### config.mk
export PLATFORM = sky130hd
export DESIGN_NAME = mc_controller_flat
export DESIGN_NICKNAME = d
export VERILOG_FILES = /design/src/rtl/riscv_ctrl_pkg.sv /design/src/rtl/mc_controller_if.sv /design/src/rtl/branch_cond.sv /design/src/rtl/mc_controller.sv /design/src/flat_wrapper.sv
export SDC_FILE = /design/constraint.sdc
export NUM_CORES = 1
export LEC_CHECK = 0
export ABC_AREA = 1
export CORE_UTILIZATION = 40
export CTS_BUF_LIST = sky130_fd_sc_hd__clkbuf_8 sky130_fd_sc_hd__clkbuf_16
export DETAILED_ROUTE_END_ITERATION = 16
export GPL_TIMING_DRIVEN = 0
export PLACE_DENSITY = 0.67
export SETUP_SLACK_MARGIN = 0.02
export SLEW_MARGIN = 0
export SYNTH_ARGS = -nofsm -noshare
export SYNTH_HDL_FRONTEND = slang
export SYNTH_SLANG_ARGS = --single-unit
### constraint.sdc
create_clock -name clk -period 1.8 [get_ports clk]
set_input_delay 0.27 -clock clk [delete_from_list [all_inputs] [get_ports clk]]
set_output_delay 0.27 -clock clk [all_outputs]
set_load 0.01 [all_outputs]
### src/rtl/riscv_ctrl_pkg.sv
// Shared encodings for the RV32I multicycle controller: FSM states, opcodes and
// the datapath select/ALU-op codes the controller drives.
package riscv_ctrl_pkg;

   typedef enum logic [3:0] {
      FETCH, DECODE, MEMADR, MEMREAD, MEMWB, MEMWRITE, EXECR, EXECI,
      ALUWB, BRANCH, JALR, JAL, LUI, AUIPC, TRAP
   } state_t;

   localparam logic [6:0] OP_LOAD   = 7'b0000011;
   localparam logic [6:0] OP_STORE  = 7'b0100011;
   localparam logic [6:0] OP_R      = 7'b0110011;
   localparam logic [6:0] OP_I      = 7'b0010011;
   localparam logic [6:0] OP_BRANCH = 7'b1100011;
   localparam logic [6:0] OP_JAL    = 7'b1101111;
   localparam logic [6:0] OP_JALR   = 7'b1100111;
   localparam logic [6:0] OP_LUI    = 7'b0110111;
   localparam logic [6:0] OP_AUIPC  = 7'b0010111;

   localparam logic [1:0] ALU_ADD = 2'b00;
   localparam logic [1:0] ALU_BR  = 2'b01;
   localparam logic [1:0] ALU_FN  = 2'b10;
   localparam logic [1:0] ALU_IMM = 2'b11;

   localparam logic [2:0] IMM_I = 3'b000;
   localparam logic [2:0] IMM_S = 3'b001;
   localparam logic [2:0] IMM_B = 3'b010;
   localparam logic [2:0] IMM_J = 3'b011;
   localparam logic [2:0] IMM_U = 3'b100;

   localparam logic [1:0] A_PC    = 2'b00;
   localparam logic [1:0] A_OLDPC = 2'b01;
   localparam logic [1:0] A_RS1   = 2'b10;

   localparam logic [1:0] B_RS2  = 2'b00;
   localparam logic [1:0] B_IMM  = 2'b01;
   localparam logic [1:0] B_FOUR = 2'b10;

   localparam logic [1:0] RES_ALUOUT = 2'b00;
   localparam logic [1:0] RES_RDATA  = 2'b01;
   localparam logic [1:0] RES_ALU    = 2'b10;

   // Immediate format follows the opcode alone; unknown opcodes fall back to I.
   function automatic logic [2:0] imm_src_of(input logic [6:0] op);
      case (op)
         OP_STORE:         return IMM_S;
         OP_BRANCH:        return IMM_B;
         OP_JAL:           return IMM_J;
         OP_LUI, OP_AUIPC: return IMM_U;
         default:          return IMM_I;
      endcase
   endfunction

endpackage

### src/rtl/mc_controller_if.sv
// Controller <-> datapath/memory signal bundle. master is the controller side,
// slave is the datapath side.
interface mc_controller_if #(parameter int CNT_W = 32);
   logic [6:0]       op;
   logic [2:0]       funct3;
   logic             zero;
   logic             lt;
   logic             ltu;
   logic             mem_ready;
   logic             pc_write;
   logic             adr_src;
   logic             mem_write;
   logic             ir_write;
   logic [1:0]       result_src;
   logic [1:0]       alu_src_a;
   logic [1:0]       alu_src_b;
   logic [1:0]       alu_op;
   logic [2:0]       imm_src;
   logic             reg_write;
   logic             illegal;
   logic             retire;
   logic [CNT_W-1:0] instret;

   modport master (
      input  op, funct3, zero, lt, ltu, mem_ready,
      output pc_write, adr_src, mem_write, ir_write, result_src, alu_src_a,
             alu_src_b, alu_op, imm_src, reg_write, illegal, retire, instret
   );

   modport slave (
      output op, funct3, zero, lt, ltu, mem_ready,
      input  pc_write, adr_src, mem_write, ir_write, result_src, alu_src_a,
             alu_src_b, alu_op, imm_src, reg_write, illegal, retire, instret
   );
endinterface

### src/rtl/branch_cond.sv
// Branch resolution from ALU compare flags; valid drops for the two funct3
// codes RV32I leaves unassigned.
module branch_cond (
   input  logic [2:0] funct3,
   input  logic       zero,
   input  logic       lt,
   input  logic       ltu,
   output logic       taken,
   output logic       valid
);
   always_comb begin
      taken = 1'b0;
      valid = 1'b1;
      case (funct3)
         3'b000:  taken = zero;
         3'b001:  taken = !zero;
         3'b100:  taken = lt;
         3'b101:  taken = !lt;
         3'b110:  taken = ltu;
         3'b111:  taken = !ltu;
         default: valid = 1'b0;
      endcase
   end
endmodule

### src/rtl/mc_controller.sv
// Multicycle RV32I main controller: sequences ALU, memory, register file and
// PC, resolves branches, traps on illegal encodings and counts retirements.
module mc_controller
   import riscv_ctrl_pkg::*;
#(
   parameter int CNT_W = 32
) (
   input  logic              clk,
   input  logic              rst_n,
   mc_controller_if.master   bus
);
   state_t           state, next;
   logic [CNT_W-1:0] instret_q;
   logic             taken, f3_valid;
   logic             pc_write_c, ir_write_c, mem_write_c, reg_write_c, retire_c;

   branch_cond u_branch_cond (
      .funct3 (bus.funct3),
      .zero   (bus.zero),
      .lt     (bus.lt),
      .ltu    (bus.ltu),
      .taken  (taken),
      .valid  (f3_valid)
   );

   always_ff @(posedge clk or negedge rst_n) begin
      if (!rst_n) state <= FETCH;
      else        state <= next;
   end

   always_ff @(posedge clk or negedge rst_n) begin
      if (!rst_n)        instret_q <= '0;
      else if (retire_c) instret_q <= instret_q + CNT_W'(1);
   end

   always_comb begin
      next           = state;
      pc_write_c     = 1'b0;
      ir_write_c     = 1'b0;
      mem_write_c    = 1'b0;
      reg_write_c    = 1'b0;
      retire_c       = 1'b0;
      bus.adr_src    = 1'b0;
      bus.result_src = RES_ALUOUT;
      bus.alu_src_a  = A_PC;
      bus.alu_src_b  = B_RS2;
      bus.alu_op     = ALU_ADD;
      case (state)
         FETCH: begin
            bus.alu_src_b  = B_FOUR;
            bus.result_src = RES_ALU;
            ir_write_c     = bus.mem_ready;
            pc_write_c     = bus.mem_ready;
            if (bus.mem_ready) next = DECODE;
         end
         DECODE: begin
            bus.alu_src_a = A_OLDPC;
            bus.alu_src_b = B_IMM;
            case (bus.op)
               OP_LOAD, OP_STORE: next = MEMADR;
               OP_R:              next = EXECR;
               OP_I:              next = EXECI;
               OP_BRANCH:         next = f3_valid ? BRANCH : TRAP;
               OP_JAL:            next = JAL;
               OP_JALR:           next = JALR;
               OP_LUI:            next = LUI;
               OP_AUIPC:          next = AUIPC;
               default:           next = TRAP;
            endcase
         end
         MEMADR: begin
            bus.alu_src_a = A_RS1;
            bus.alu_src_b = B_IMM;
            next          = (bus.op == OP_LOAD) ? MEMREAD : MEMWRITE;
         end
         MEMREAD: begin
            bus.adr_src = 1'b1;
            if (bus.mem_ready) next = MEMWB;
         end
         MEMWB: begin
            bus.result_src = RES_RDATA;
            reg_write_c    = 1'b1;
            retire_c       = 1'b1;
            next           = FETCH;
         end
         MEMWRITE: begin
            bus.adr_src = 1'b1;
            mem_write_c = 1'b1;
            if (bus.mem_ready) begin
               retire_c = 1'b1;
               next     = FETCH;
            end
         end
         EXECR: begin
            bus.alu_src_a = A_RS1;
            bus.alu_op    = ALU_FN;
            next          = ALUWB;
         end
         EXECI: begin
            bus.alu_src_a = A_RS1;
            bus.alu_src_b = B_IMM;
            bus.alu_op    = ALU_FN;
            next          = ALUWB;
         end
         ALUWB: begin
            reg_write_c = 1'b1;
            retire_c    = 1'b1;
            next        = FETCH;
         end
         BRANCH: begin
            // ALUOut still holds the target computed in DECODE
            bus.alu_src_a = A_RS1;
            bus.alu_op    = ALU_BR;
            pc_write_c    = taken;
            retire_c      = 1'b1;
            next          = FETCH;
         end
         JALR: begin
            bus.alu_src_a = A_RS1;
            bus.alu_src_b = B_IMM;
            next          = JAL;
         end
         JAL: begin
            // PC takes ALUOut while the ALU forms the link value OldPC+4
            bus.alu_src_a = A_OLDPC;
            bus.alu_src_b = B_FOUR;
            pc_write_c    = 1'b1;
            next          = ALUWB;
         end
         LUI: begin
            bus.alu_src_a = A_RS1;
            bus.alu_src_b = B_IMM;
            bus.alu_op    = ALU_IMM;
            next          = ALUWB;
         end
         AUIPC: begin
            bus.alu_src_a = A_OLDPC;
            bus.alu_src_b = B_IMM;
            next          = ALUWB;
         end
         TRAP:    next = TRAP;
         default: next = FETCH;
      endcase
   end

   // Enables are gated by reset so a mid-access reset drops them at once.
   assign bus.pc_write  = rst_n & pc_write_c;
   assign bus.ir_write  = rst_n & ir_write_c;
   assign bus.mem_write = rst_n & mem_write_c;
   assign bus.reg_write = rst_n & reg_write_c;
   assign bus.retire    = rst_n & retire_c;
   assign bus.illegal   = (state == TRAP);
   assign bus.imm_src   = imm_src_of(bus.op);
   assign bus.instret   = instret_q;

endmodule
### src/flat_wrapper.sv
// flat-port wrapper written by rule: the top's interface ports become plain ports
module mc_controller_flat import riscv_ctrl_pkg::*;
#(
   parameter int CNT_W = 32
)
  (clk, rst_n, bus_op, bus_funct3, bus_zero, bus_lt, bus_ltu, bus_mem_ready, bus_pc_write, bus_adr_src, bus_mem_write, bus_ir_write, bus_result_src, bus_alu_src_a, bus_alu_src_b, bus_alu_op, bus_imm_src, bus_reg_write, bus_illegal, bus_retire, bus_instret);
  mc_controller_if #(.CNT_W(CNT_W)) bus_i ();
  input  logic clk;
  input  logic rst_n;
  input wire logic [$bits(bus_i.op)-1:0] bus_op;
  input wire logic [$bits(bus_i.funct3)-1:0] bus_funct3;
  input wire logic [$bits(bus_i.zero)-1:0] bus_zero;
  input wire logic [$bits(bus_i.lt)-1:0] bus_lt;
  input wire logic [$bits(bus_i.ltu)-1:0] bus_ltu;
  input wire logic [$bits(bus_i.mem_ready)-1:0] bus_mem_ready;
  output wire logic [$bits(bus_i.pc_write)-1:0] bus_pc_write;
  output wire logic [$bits(bus_i.adr_src)-1:0] bus_adr_src;
  output wire logic [$bits(bus_i.mem_write)-1:0] bus_mem_write;
  output wire logic [$bits(bus_i.ir_write)-1:0] bus_ir_write;
  output wire logic [$bits(bus_i.result_src)-1:0] bus_result_src;
  output wire logic [$bits(bus_i.alu_src_a)-1:0] bus_alu_src_a;
  output wire logic [$bits(bus_i.alu_src_b)-1:0] bus_alu_src_b;
  output wire logic [$bits(bus_i.alu_op)-1:0] bus_alu_op;
  output wire logic [$bits(bus_i.imm_src)-1:0] bus_imm_src;
  output wire logic [$bits(bus_i.reg_write)-1:0] bus_reg_write;
  output wire logic [$bits(bus_i.illegal)-1:0] bus_illegal;
  output wire logic [$bits(bus_i.retire)-1:0] bus_retire;
  output wire logic [$bits(bus_i.instret)-1:0] bus_instret;
  assign bus_i.op = bus_op;
  assign bus_i.funct3 = bus_funct3;
  assign bus_i.zero = bus_zero;
  assign bus_i.lt = bus_lt;
  assign bus_i.ltu = bus_ltu;
  assign bus_i.mem_ready = bus_mem_ready;
  assign bus_pc_write = bus_i.pc_write;
  assign bus_adr_src = bus_i.adr_src;
  assign bus_mem_write = bus_i.mem_write;
  assign bus_ir_write = bus_i.ir_write;
  assign bus_result_src = bus_i.result_src;
  assign bus_alu_src_a = bus_i.alu_src_a;
  assign bus_alu_src_b = bus_i.alu_src_b;
  assign bus_alu_op = bus_i.alu_op;
  assign bus_imm_src = bus_i.imm_src;
  assign bus_reg_write = bus_i.reg_write;
  assign bus_illegal = bus_i.illegal;
  assign bus_retire = bus_i.retire;
  assign bus_instret = bus_i.instret;
  mc_controller #(.CNT_W(CNT_W)) u_core (.clk(clk), .rst_n(rst_n), .bus(bus_i));
endmodule
==> metrics, run 1 <==
P_int=2102 uW; total power=roughly 3600 uW; startpoint types=register; H-tree Lvls=2; RR Startpoint=u_core.state[0]$_DFFE_PN0P_; Die Ht=between 80 and 90 um; Ys Warns=0; worst rel slew slack=0.7558; GRT Util Overall=0.2232; Core ar.=~6300 um2; combinational power share=0.523; die width=a little over 80 um; Worst-path clk slew=approximately 0.080 ns; share of post-route cells with drive strength above 1=0.1743; Syn Inst Count=between 400 and 500; grt ovf=0; drt wl/cell=roughly 13 um; Seq/Total Area, Yosys=0.3438; GPL Wtd Cong=roughly 0.87; Final min period=between 1.5 and 2 ns; worst-path maximum fanout=5; Hold Path Stages=1; WP buf/inv=4; Max Freq=0.5642 GHz; vias in the first global route=about 2700; Sink Count=36; wirelength, routed=between 7000 and 8000 um; FP Rows=29; Crit Reg-Reg Endpoint=u_core.bus.instret[17]$_DFFE_PN0P_; Worst EP required=between 1.5 and 2 ns; IO Pins=66; post-DP HPWL=about 5500 um; syn nets=423; global-route wire length before repair=between 10000 and 15000 um; clk_lat worst skew=around 0.30 ns; TritonCTS clock tree=done; R2R depth=8; post-synthesis register bit count=36; Routed Antenna Nets=0; Net Sw Frac=0.4220; P_sw=1535 uW; MaxCap Viol Count=0; sequential share of power=0.316; NumNets Final=515; RSZ-0062 raised after global routing=yes; maximum single-stage delay on the critical path=0.47 ns; placed cell count=around 550; CTS Buf Count=5; status=finished clean; Die ar.=6877 um2; commonest non-fill, non-tap cells in the layout=nand2_1 (134), nor2_1 (50), clkdlybuf4s50_1 (45); Crit path max-delay family=flip-flops; Hold Path Class=reg -> reg; number of inserted diodes=0; crit path DAT=about 1.5 ns; Lkg Pwr=0.001743 uW; clock root cell=clkbuf_8; commonest non-fill, non-tap cell in the layout=nand2_1; worst vdd ir=between 0.0005 and 0.0006 V; starting density of the core=0.4126; crit end category=output pin; largest net degree at the start of global routing=37; mapped cell area=~2600 um2; Setup CP Type=reg -> out; Remaining DRCs=0; Via density=4.979; final slew viol count=0; Avg Cell Area, Syn=approximately 6.5 um2; area delta synth->final=40.83%; crit-path cells=nor2_4, buf_4, nand2_2, nand3_4, buf_8, nand2_4, inv_2, buf_6; deepest clock path buffer count=2; initial antenna violation count=0; worst slew pin tran=0.3650 ns; slowest CP cell=dfrtp_2; hold path start=u_core.bus.instret[19]$_DFFE_PN0P_; First-pass DRT Iterations=5; DR vias=roughly 2900; Final period util=0.9847; First DRT Iteration DRCs=between 150 and 200; clk_skew=0.01046 ns; Hold Path End=u_core.bus.instret[19]$_DFFE_PN0P_; power per cell area=between 900 and 1000 nW/um2; Finished Layout Cells=between 500 and 600; FF-to-FF setup slack=0.16 ns; # setup viols final=0; Clock power frac=0.161; final count of hold timing violations=0; Distinct cells, synth=29; PortBufs=65
-- final cells by class --
class / instances / area, um2
Buffer: 3 / 33.78
Clock buffer: 6 / 82.58
Clock inverter: 2 / 7.507
Fill cell: 594 / 2660
Inverter: 52 / 197.7
Multi-Input combinational cell: 315 / 1602
Sequential cell: 36 / 907.1
Tap cell: 77 / 96.34
Timing Repair Buffer: 85 / 763.2
-- metal layers --
metal,wire [um],vias to the layer above,GRT usage
li1,-,1468,-
met1,3494,1296,0.3071
met4,144,0,0.08777
met5,0,-,0
met3,439,10,0.04076
met2,3350,94,0.3472
-- timing repair --
item	in CTS	in global routing
buffers inserted	8	10
setup endpoints to repair	18	20
pin swaps	5	6
endpoints found under the hold margin	36	0
hold buffers	2	0
resized for setup	52	46
-- flip-flops by register name, summed over array words and instances, names as in the netlist --
signal	cells
u_core.bus.instret	32
u_core.state	4
-- cell usage after synthesis, drive strengths merged --
cell type | count | area (um2)
a21oi | 6 | 30.03
and3 | 1 | 6.260
buf | 3 | 23.77
dfrtp | 36 | 900.9
ha | 1 | 12.51
inv | 52 | 195.2
nand2 | 144 | 553.0
nand3 | 35 | 197.7
nand3b | 3 | 22.52
nand4 | 8 | 50.05
nor2 | 60 | 242.7
nor3 | 14 | 85.08
nor3b | 1 | 7.510
o211ai | 1 | 7.510
o21a | 1 | 7.510
o21ai | 19 | 95.09
o31ai | 1 | 7.510
xnor2 | 11 | 96.34
xor2 | 9 | 78.83
-- per-stage QoR --
stage	TNS, ns	utilization	setup WS, ns	hold WS [ns]	area [um2]
floorplan	0	-	0.3074	-0.02559	2620
global placement	-25.04	0.5302	-1.430	0.5059	3367
detailed placement	-2.712	0.5295	-0.4347	0.4311	3362
CTS	-0.2284	0.5624	-0.1113	0.5227	3571
global route	-0.08655	0.5811	-0.05193	0.5437	3690
finish	0	0.5811	0.02747	0.5227	3690
-- worst max path at each step --
stage	startpoint	slack (ns)	cells past startpoint	endpoint
after floorplan	u_core.state[2]$_DFFE_PN0P_	0.31	6	bus_pc_write
after global placement	rst_n	-1.43	4	bus_reg_write
after detailed placement	u_core.state[1]$_DFFE_PN0P_	-0.43	9	bus_retire
after CTS	u_core.state[3]$_DFFE_PN0P_	-0.11	9	bus_retire
after global routing	u_core.state[1]$_DFFE_PN0P_	-0.05	9	bus_retire
final	u_core.state[0]$_DFFE_PN0P_	0.03	8	bus_retire
-- power by group through the flow --
| stage | registers, uW | logic, uW | clock network [uW] |
|---|---|---|---|
| floorplan | 1110 | 847 | 0 |
| global placement | 1120 | 1520 | 0 |
| detailed placement | 1110 | 1520 | 0 |
| CTS | 1120 | 1620 | 596 |
| global route | 1170 | 2060 | 637 |
| finish | 1150 | 1900 | 587 |
-- kinds of logic after synthesis --
| logic type | share of synthesized area |
|---|---|
| DFF | 0.3438 |
| buffers and inverters | 0.08357 |
| xor gates and xnor gates | 0.06686 |
| and+or+nand+nor | 0.4446 |
| adders and majority gates | 0.004775 |
| AOI/OAI and AO/OA | 0.05635 |
Note: power is estimated with default switching activity, not from simulation.
==> inputs of run 2 (changes only) <==
--- a/config.mk
+++ b/config.mk
@@ -6,11 +6,11 @@
 export NUM_CORES = 1
 export LEC_CHECK = 0
 export ABC_AREA = 1
-export CORE_UTILIZATION = 40
+export CORE_UTILIZATION = 50
 export CTS_BUF_LIST = sky130_fd_sc_hd__clkbuf_8 sky130_fd_sc_hd__clkbuf_16
 export DETAILED_ROUTE_END_ITERATION = 16
 export GPL_TIMING_DRIVEN = 0
-export PLACE_DENSITY = 0.67
+export PLACE_DENSITY = 0.81
 export SETUP_SLACK_MARGIN = 0.02
 export SLEW_MARGIN = 0
 export SYNTH_ARGS = -nofsm -noshare
==> run 2 against run 1 <==
Effect of this change: the flow now finishes with violations (hold timing, setup timing); first-iteration DRC count is 29% higher; critical path depth is the same; core utilization up 17 points; sequential share of layout area increased by 0.16 points; clock power fell by 2%; total power grew 1.2%; clock skew down 0.0052 ns; maximum frequency shrank 4.4%; die area decreased by 20%; sequential cell count did not move; critical endpoint is now bus_pc_write.
==> metrics, run 2 (synthesis results as in run 1) <==
Setup CP Type=reg -> out; largest net degree at the start of global routing=37; RR Startpoint=u_core.state[1]$_DFFE_PN0P_; GR Util met2=0.4505; Max Freq=between 0.5 and 0.6 GHz; clock root cell=clkbuf_8; NumNets Final=515; MaxCap Viol Count=0; Final min period=1.854 ns; PortBufs=65; final count of hold timing violations=6; DR vias=about 3000; final instance area=between 3000 and 4000 um2; M1 GR Usage=0.3861; placed cell area=approximately 3300 um2; First DRT Iteration DRCs=220; FP Rows=25; Final period util=1.030; IO Pins=66; H-tree Lvls=2; vias in the first global route=between 2000 and 3000; Worst EP required=around 1.5 ns; startpoint types=register; FF-to-FF setup slack=about 0.12 ns; GPL Wtd Cong=0.9308; worst slew pin tran=0.4060 ns; number of inserted diodes=0; power per cell area=roughly 1000 nW/um2; Die ar.=~5500 um2; Via density=roughly 5.4; grt ovf=0; clk_skew=0.005221 ns; clk_lat worst skew=a little under 0.3 ns; crit end category=output pin; GRT busiest layer=met2; CTS Buf Count=5; status=finished with violations; failing checks=hold timing, setup timing; Crit Reg-Reg Endpoint=u_core.bus.instret[17]$_DFFE_PN0P_; grt met3 use=0.05556; area delta synth->final=39.73%; worst vdd ir=~0.0008 V; commonest non-fill, non-tap cells in the layout=nand2_1 (127), nor2_1 (51), clkdlybuf4s50_1 (45); RSZ-0062 raised after global routing=yes; initial antenna violation count=0; Remaining DRCs=0; starting density of the core=0.5369; crit path DAT=roughly 1.6 ns; Core ar.=4880 um2; die width=74.39 um; commonest non-fill, non-tap cell in the layout=nand2_1; share of post-route cells with drive strength above 1=0.1864; Worst-path clk slew=around 0.070 ns; global-route wire length before repair=11950 um; post-DP HPWL=roughly 5500 um; setup slack after layout=-0.05403 ns; # setup viols final=3; Die Ht=74.39 um; GRT Util Overall=0.2843; total power=3681 uW; worst-path maximum fanout=5; Lkg Pwr=~0.0017 uW; worst hold slack=-0.0004738 ns; max reg flops=32; Routed Antenna Nets=0; Sink Count=36; wirelength, routed=between 7000 and 8000 um; drt wl/cell=roughly 14 um; First-pass DRT Iterations=5; TritonCTS clock tree=done; final slew viol count=0; deepest clock path buffer count=2; Hold Path Class=in -> async; worst rel slew slack=0.7273; R2R depth=9
-- run 2: cell types whose count changed in the layout (fill, tap and decap cells not counted), moves of 2 or more --
| cell | change |
|---|---|
| nand2_1 | -7 |
| inv_2 | +2 |
| nor3_2 | -2 |
| nand2_4 | -2 |
| dlygate4sd2_1 | -3 |
| nor2_2 | -2 |
| nor3_1 | +2 |
| o21ai_1 | +2 |
| nand2_2 | +9 |
| inv_1 | -2 |
-- run 2: where the power goes --
group | switching (uW) | internal, uW
Combinational | 1090 | 885
Clock | 276 | 301
Sequential | 204 | 925
Total | 1570 | 2110
-- run 2: timing repair --
action | 4_1_cts | 5_1_grt
hold buffers | 1 | 0
pin swaps | 6 | 7
buffers inserted | 6 | 13
resized for setup | 54 | 51
endpoints found under the hold margin | 36 | 0
setup endpoints to repair | 18 | 24
-- run 2: worst max-delay path: stages (launching register included) --
cell and delay, ns:
dfrtp_1 0.43, buf_4 0.16, nor2_4 0.15, inv_4 0.07, nor2_4 0.10, nand2_2 0.06
nand2_1 0.07, o21a_1 0.12, buf_2 0.12
-- run 2: metrics by stage --
stage / hold WS (ns) / util / cells / TNS, ns / worst slack (ns)
6_report: -0.0004738 / 0.7503 / 566 / -0.1016 / -0.05403
5_1_grt: 0.004326 / 0.7503 / 566 / -0.3752 / -0.1248
4_1_cts: 0.001823 / 0.7213 / 553 / -0.3036 / -0.2270
3_5_place_dp: 0.4146 / 0.6864 / 538 / -2.670 / -0.4689
3_3_place_gp: 0.5027 / 0.6874 / 538 / -23.06 / -1.386
2_1_floorplan: -0.02559 / - / 406 / 0 / 0.3074
-- run 2: cell type report --
| cell class | count | area (um2) |
|---|---|---|
| repair buffers | 85 | 754.5 |
| clock buffers | 6 | 82.58 |
| flip-flops and latches | 36 | 905.9 |
| clock inverters | 2 | 7.507 |
| well taps | 67 | 83.83 |
| multi-input cells | 315 | 1595 |
| fillers | 395 | 1219 |
| inverters | 52 | 197.7 |
| plain buffers | 3 | 33.78 |
-- run 2: layer usage --
layer  up-vias  part of all wire  wire, um
li1       1469                 -         -
met1      1417              0.45      3438
met2       151              0.47      3605
met3        19             0.067       519
met4         0             0.020       158
met5         -                 0         0
-- run 2: how the worst max path moves through the flow --
stage	startpoint	cells after the start	slack, ns	to
floorplan	u_core.state[2]$_DFFE_PN0P_	6	0.31	bus_pc_write
global placement	rst_n	4	-1.39	bus_mem_write
detailed placement	bus_op[4]	7	-0.47	bus_imm_src[0]
CTS	u_core.state[3]$_DFFE_PN0P_	9	-0.23	bus_retire
global route	u_core.state[3]$_DFFE_PN0P_	8	-0.12	bus_pc_write
finish	u_core.state[3]$_DFFE_PN0P_	8	-0.05	bus_pc_write
==> RTL edit 1: new RTL, config.mk and constraints of run 1 <==
`CNT_W` is set to 32 in 3 places; all go to 40.
--- a/src/rtl/mc_controller_if.sv
+++ b/src/rtl/mc_controller_if.sv
@@ -1,5 +1,5 @@
 // Controller <-> datapath/memory signal bundle. master is the controller side,
 // slave is the datapath side.
-interface mc_controller_if #(parameter int CNT_W = 32);
+interface mc_controller_if #(parameter int CNT_W = 40);
    logic [6:0]       op;
    logic [2:0]       funct3;
--- a/src/rtl/mc_controller.sv
+++ b/src/rtl/mc_controller.sv
@@ -4,5 +4,5 @@
    import riscv_ctrl_pkg::*;
 #(
-   parameter int CNT_W = 32
+   parameter int CNT_W = 40
 ) (
    input  logic              clk,
--- a/src/flat_wrapper.sv
+++ b/src/flat_wrapper.sv
@@ -2,5 +2,5 @@
 module mc_controller_flat import riscv_ctrl_pkg::*;
 #(
-   parameter int CNT_W = 32
+   parameter int CNT_W = 40
 )
   (clk, rst_n, bus_op, bus_funct3, bus_zero, bus_lt, bus_ltu, bus_mem_ready, bus_pc_write, bus_adr_src, bus_mem_write, bus_ir_write, bus_result_src, bus_alu_src_a, bus_alu_src_b, bus_alu_op, bus_imm_src, bus_reg_write, bus_illegal, bus_retire, bus_instret);
Ports: changed (resized bus_instret); port bits go from 66 to 74. No check against the original RTL was run, so the function may have changed too.
==> RTL edit 1 against run 1 <==
- the run now ends with setup timing left
- worst setup slack got worse by 0.096 ns
- routed wire length rose by 29%
- sequential cell count rose by 8
- total power rose by 17%
- sequential power rose by 10%
- register-to-register slack got worse by 0.07 ns
- combinational power rose by 15%
- final area rose by 22%
- area after synthesis rose by 19%
==> RTL edit 1: results (changes against run 1) <==
Yosys cell types=26 (-10%); IO buf count=73 (+12%); worst vdd ir=662 uV (+29%); number of flip-flops under the largest register name=40 (+25%); ys async rst share=100% (unchanged); P_leak=2.07 nW (+19%); clock skew=0.00794 ns (-0.00252 ns); routability cong.=0.906 (+4.1%); failing checks=setup timing; WL final=9600 um (+29%); total track usage=23.8% (+1.5 points); via/cell ratio=5.03 (+0.99%); final worst slack=-0.0682 ns (-0.0957 ns); root buf cell=clkbuf_8; HP Class=in -> async; share of layout cells above drive strength 1=19.1% (+1.6 points); Power Internal=2.52 mW (+20%); NumNets Final=614 (+19%); iteration-0 DRC count of the detailed router=205 (+20%); register area share after synthesis=35.2% (+0.80 points); status=finished, violations left; largest net degree at the start of global routing=26 (-30%); Final HPWL DP=6980 um (+26%); CTS buffer count=5 (unchanged); Reg clk slew, reported paths=0.09 ns; dpl ws=-0.556 ns (-0.121 ns); initial antenna violation count=0 (unchanged); final setup violating endpoints=4 (+4); crit path DAT=1.60 ns (+0.10 ns); Syn Nets=504 (+19%); Post-Synthesis Cells=487 (+20%); Worst-Skew Late Latency=0.31 ns; Fin. Hold Viols=0 (unchanged); top cells by count, synth=179 x nand2_1, 83 x nor2_1, 48 x inv_1; first-pass iteration count of the detailed router=4 (-1); fin cells=697 (+21%); vias in the first global route=3,225 (+18%); first-pass GRT wire length=15,600 um (+25%); placed cells=660 (+20%); H-tree levels=2 (unchanged); Ys Warns=0 (unchanged); ant diodes=0 (unchanged); Rel. slew slack=36.2% (-39 points); top cells by area, synth=dfrtp_1 35%, nand2_1 21%, nor2_1 10%; clock tree buffer depth=2 (unchanged); worst-path fanout max=3 (-2)
RTL edit 1: critical path, stage by stage, from the launching register on:
cell,delay [ns]
dfrtp_1,0.44
inv_2,0.11
nand2_4,0.11
nand2_2,0.05
nand2_2,0.08
nand3_4,0.08
buf_8,0.13
buf_8,0.11
nand2_4,0.04
inv_2,0.03
buf_6,0.10
RTL edit 1: repair_timing:
action	4_1_cts	5_1_grt
resized for setup	61	59
pin swaps	5	15
hold endpoints to repair	21	23
buffers inserted	12	15
hold buffers	1	1
setup endpoints to repair	23	36
RTL edit 1: area by class of cell:
class / instances / area (um^2)
Multi-Input combinational cell: 384 / 1960
Tap cell: 99 / 124
Clock buffer: 6 / 82.6
Timing Repair Buffer: 103 / 933
Fill cell: 676 / 2910
Clock inverter: 2 / 38.8
Buffer: 4 / 42.5
Inverter: 55 / 211
Sequential cell: 44 / 1110
RTL edit 1: power groups by stage:
stage	clock, mW	sequential [mW]	combinational, mW
finish	0.817	1.27	2.18
global route	0.869	1.28	2.36
CTS	0.830	1.23	1.84
detailed placement	0	1.24	1.58
global placement	0	1.24	1.55
floorplan	0	1.23	0.862
RTL edit 1: stage by stage:
stage / util [%] / hold WS (ns) / area (um^2) / TNS (ns)
finish: 60.7 / 0.0591 / 4500 / -0.171
global route: 60.7 / 0.0688 / 4500 / -0.544
CTS: 57.6 / -0.0465 / 4270 / -0.195
detailed placement: 54.0 / 0.284 / 4000 / -2.95
global placement: 53.8 / 0.504 / 3980 / -48.85
floorplan: - / -0.0256 / 3130 / 0
RTL edit 1: worst paths after layout:
check	startpoint	to	slack [ns]	depth (start not counted)
min reg2reg	u_core.bus.instret[17]	u_core.bus.instret[17]	0.52	1
max in group asynchronous	rst_n	u_core.bus.instret[22]	0.47	2
max reg2reg	u_core.state[1]	u_core.bus.instret[30]	0.09	12
min	rst_n	u_core.bus.instret[5]	0.06	3
max	u_core.state[2]	bus_retire	-0.07	10
min in group clk	u_core.bus.instret[17]	u_core.bus.instret[17]	0.52	1
RTL edit 1: per-layer routing:
layer	part of all wire [%]	track usage (%)	vias to the layer above
li1	-	-	1749
met1	43	29.5	1622
met2	50	42.5	116
met3	5.2	3.96	18
met4	1.8	6.72	0
met5	0	0	-
RTL edit 1: logic make-up (layout without fill, tap and decap cells):
family                     count (synthesis)  after routing  synth area share, %
and+or+nand+nor                          338            338                 46.8
buffers and inverters                     59            170                 7.44
DFF                                       44             44                 35.2
AOI/OAI and AO/OA                         23             23                 4.00
xor gates and xnor gates                  22             22                 6.16
adders and majority gates                  1              1                0.400
==> RTL edit 2: new RTL, flow settings as in run 1 <==
Made on the original files. Reset style: synchronous (`rst_n`), changed in 2 clocked blocks.
--- a/src/rtl/mc_controller.sv
+++ b/src/rtl/mc_controller.sv
@@ -24,10 +24,10 @@
    );
 
-   always_ff @(posedge clk or negedge rst_n) begin
+   always_ff @(posedge clk) begin
       if (!rst_n) state <= FETCH;
       else        state <= next;
    end
 
-   always_ff @(posedge clk or negedge rst_n) begin
+   always_ff @(posedge clk) begin
       if (!rst_n)        instret_q <= '0;
       else if (retire_c) instret_q <= instret_q + CNT_W'(1);
Function: differs if rst_n is asserted again (counterexample within 4 cycles, from zero or initial values and one cycle with rst_n low); with rst_n held inactive, the same outputs for 10 cycles.
==> RTL edit 2 against run 1 <==
- synthesized cell count increased by 5.9%
- worst setup slack improved by 0.060 ns
- area after synthesis decreased by 3.1%
- total power decreased by 20%
- sequential share of layout area decreased by 4.0 points
- routed wire length increased by 2.4%
- utilization increased by 1.4 points
- sequential cell count unchanged
- critical path type is now in -> out
- fmax increased by 3.5%
- combinational power decreased by 28%
- final area decreased by 2.8%
==> RTL edit 2: results (changes against run 1) <==
status=completed; Filler cells=598 (+0.67%); number of flip-flops under the largest register name=32 (unchanged); WL final=7610 um (+2.4%); measured slew at the worst slew-check pin=0.494 ns (+0.129 ns); iteration-0 DRC count of the detailed router=137 (-20%); post-layout util=59.5% (+1.4 points); placed cells=570 (+4.0%); ys async rst share=0% (-100 points); top cells by count, synth=128 x nand2_1, 71 x nor2_1, 60 x inv_1; CP peak stage delay=0.52 ns (+0.05 ns); fin cells=589 (+2.3%); largest net degree at the start of global routing=11 (-70%); first-pass GRT wire length=12,300 um (-1.3%); top cells by area, synth=dfxtp_1 28%, nand2_1 19%, nor2_1 10%; HP Class=in -> reg; Syn Nets=447 (+5.7%); slowest CP cell=clkdlybuf4s50_1; P_leak=1.51 nW (-14%); dpl ws=-0.879 ns (-0.444 ns); Vias=3,004 (+4.7%); routability cong.=0.933 (+7.3%); clock skew=0.00432 ns (-0.00614 ns); final worst slack=0.0875 ns (+0.0600 ns); Final HPWL DP=5640 um (+2.2%); vias in the first global route=2,606 (-5.0%); first-pass iteration count of the detailed router=4 (-1); worst vdd ir=549 uV (+6.9%); Top FF cell, synth=dfxtp_1; worst-path fanout max=4 (-1); register area share after synthesis=28.4% (-6.0 points); NumNets Final=530 (+2.9%); mean area per synthesized cell=5.90 um^2 (-8.5%); Ys Warns=0 (unchanged); Placed Area=3280 um^2 (-2.3%)
-- RTL edit 2: critical path, delay by kind of cell --
family / cells / cell delay [ns]
buf+inv: 2 / 0.76
simple gates: 4 / 0.41
-- RTL edit 2: final timing paths --
kind              slack, ns              startpoint  depth (start not counted)                     end
setup / recovery       0.09               bus_op[5]                          6          bus_imm_src[1]
hold / removal         0.31                   rst_n                          3   u_core.bus.instret[0]
setup reg to reg       0.20  u_core.bus.instret[11]                          9  u_core.bus.instret[30]
hold reg to reg        0.48   u_core.bus.instret[4]                          2   u_core.bus.instret[4]
-- RTL edit 2: layout make-up --
class,count,area share [%]
multi-input cells,326,46.5
flip-flops and latches,36,20.6
repair buffers,77,19.9
inverters,62,6.84
well taps,75,2.62
clock buffers,6,2.30
plain buffers,5,1.08
clock inverters,2,0.209
-- RTL edit 2: what timing repair did --
action,CTS,global route
setup endpoints to repair,23,22
buffers inserted,11,1
pin swaps,5,10
gates resized for setup,79,40
-- RTL edit 2: cell families (layout without fill, tap and decap cells) --
family	after synthesis	after routing	share of synthesized area, %
DFF	36	36	28.4
and+or+nand+nor	266	266	47.1
adders and majority gates	1	1	0.493
buffers and inverters	68	152	10.7
xor gates and xnor gates	7	7	2.42
AOI/OAI and AO/OA	52	52	10.9
-- RTL edit 2: power by group --
part	internal, mW	switching, mW
clock	0.301	0.299
combinational	0.568	0.791
sequential	0.859	0.0996
total	1.73	1.19
-- RTL edit 2: per-layer routing --
metal | global-route usage, % | vias up | share of wire (%)
met5 | 0 | - | 0
met4 | 3.68 | 0 | 0.50
met3 | 5.67 | 4 | 5.2
met2 | 36.6 | 71 | 44
met1 | 35.1 | 1389 | 50
li1 | - | 1540 | -
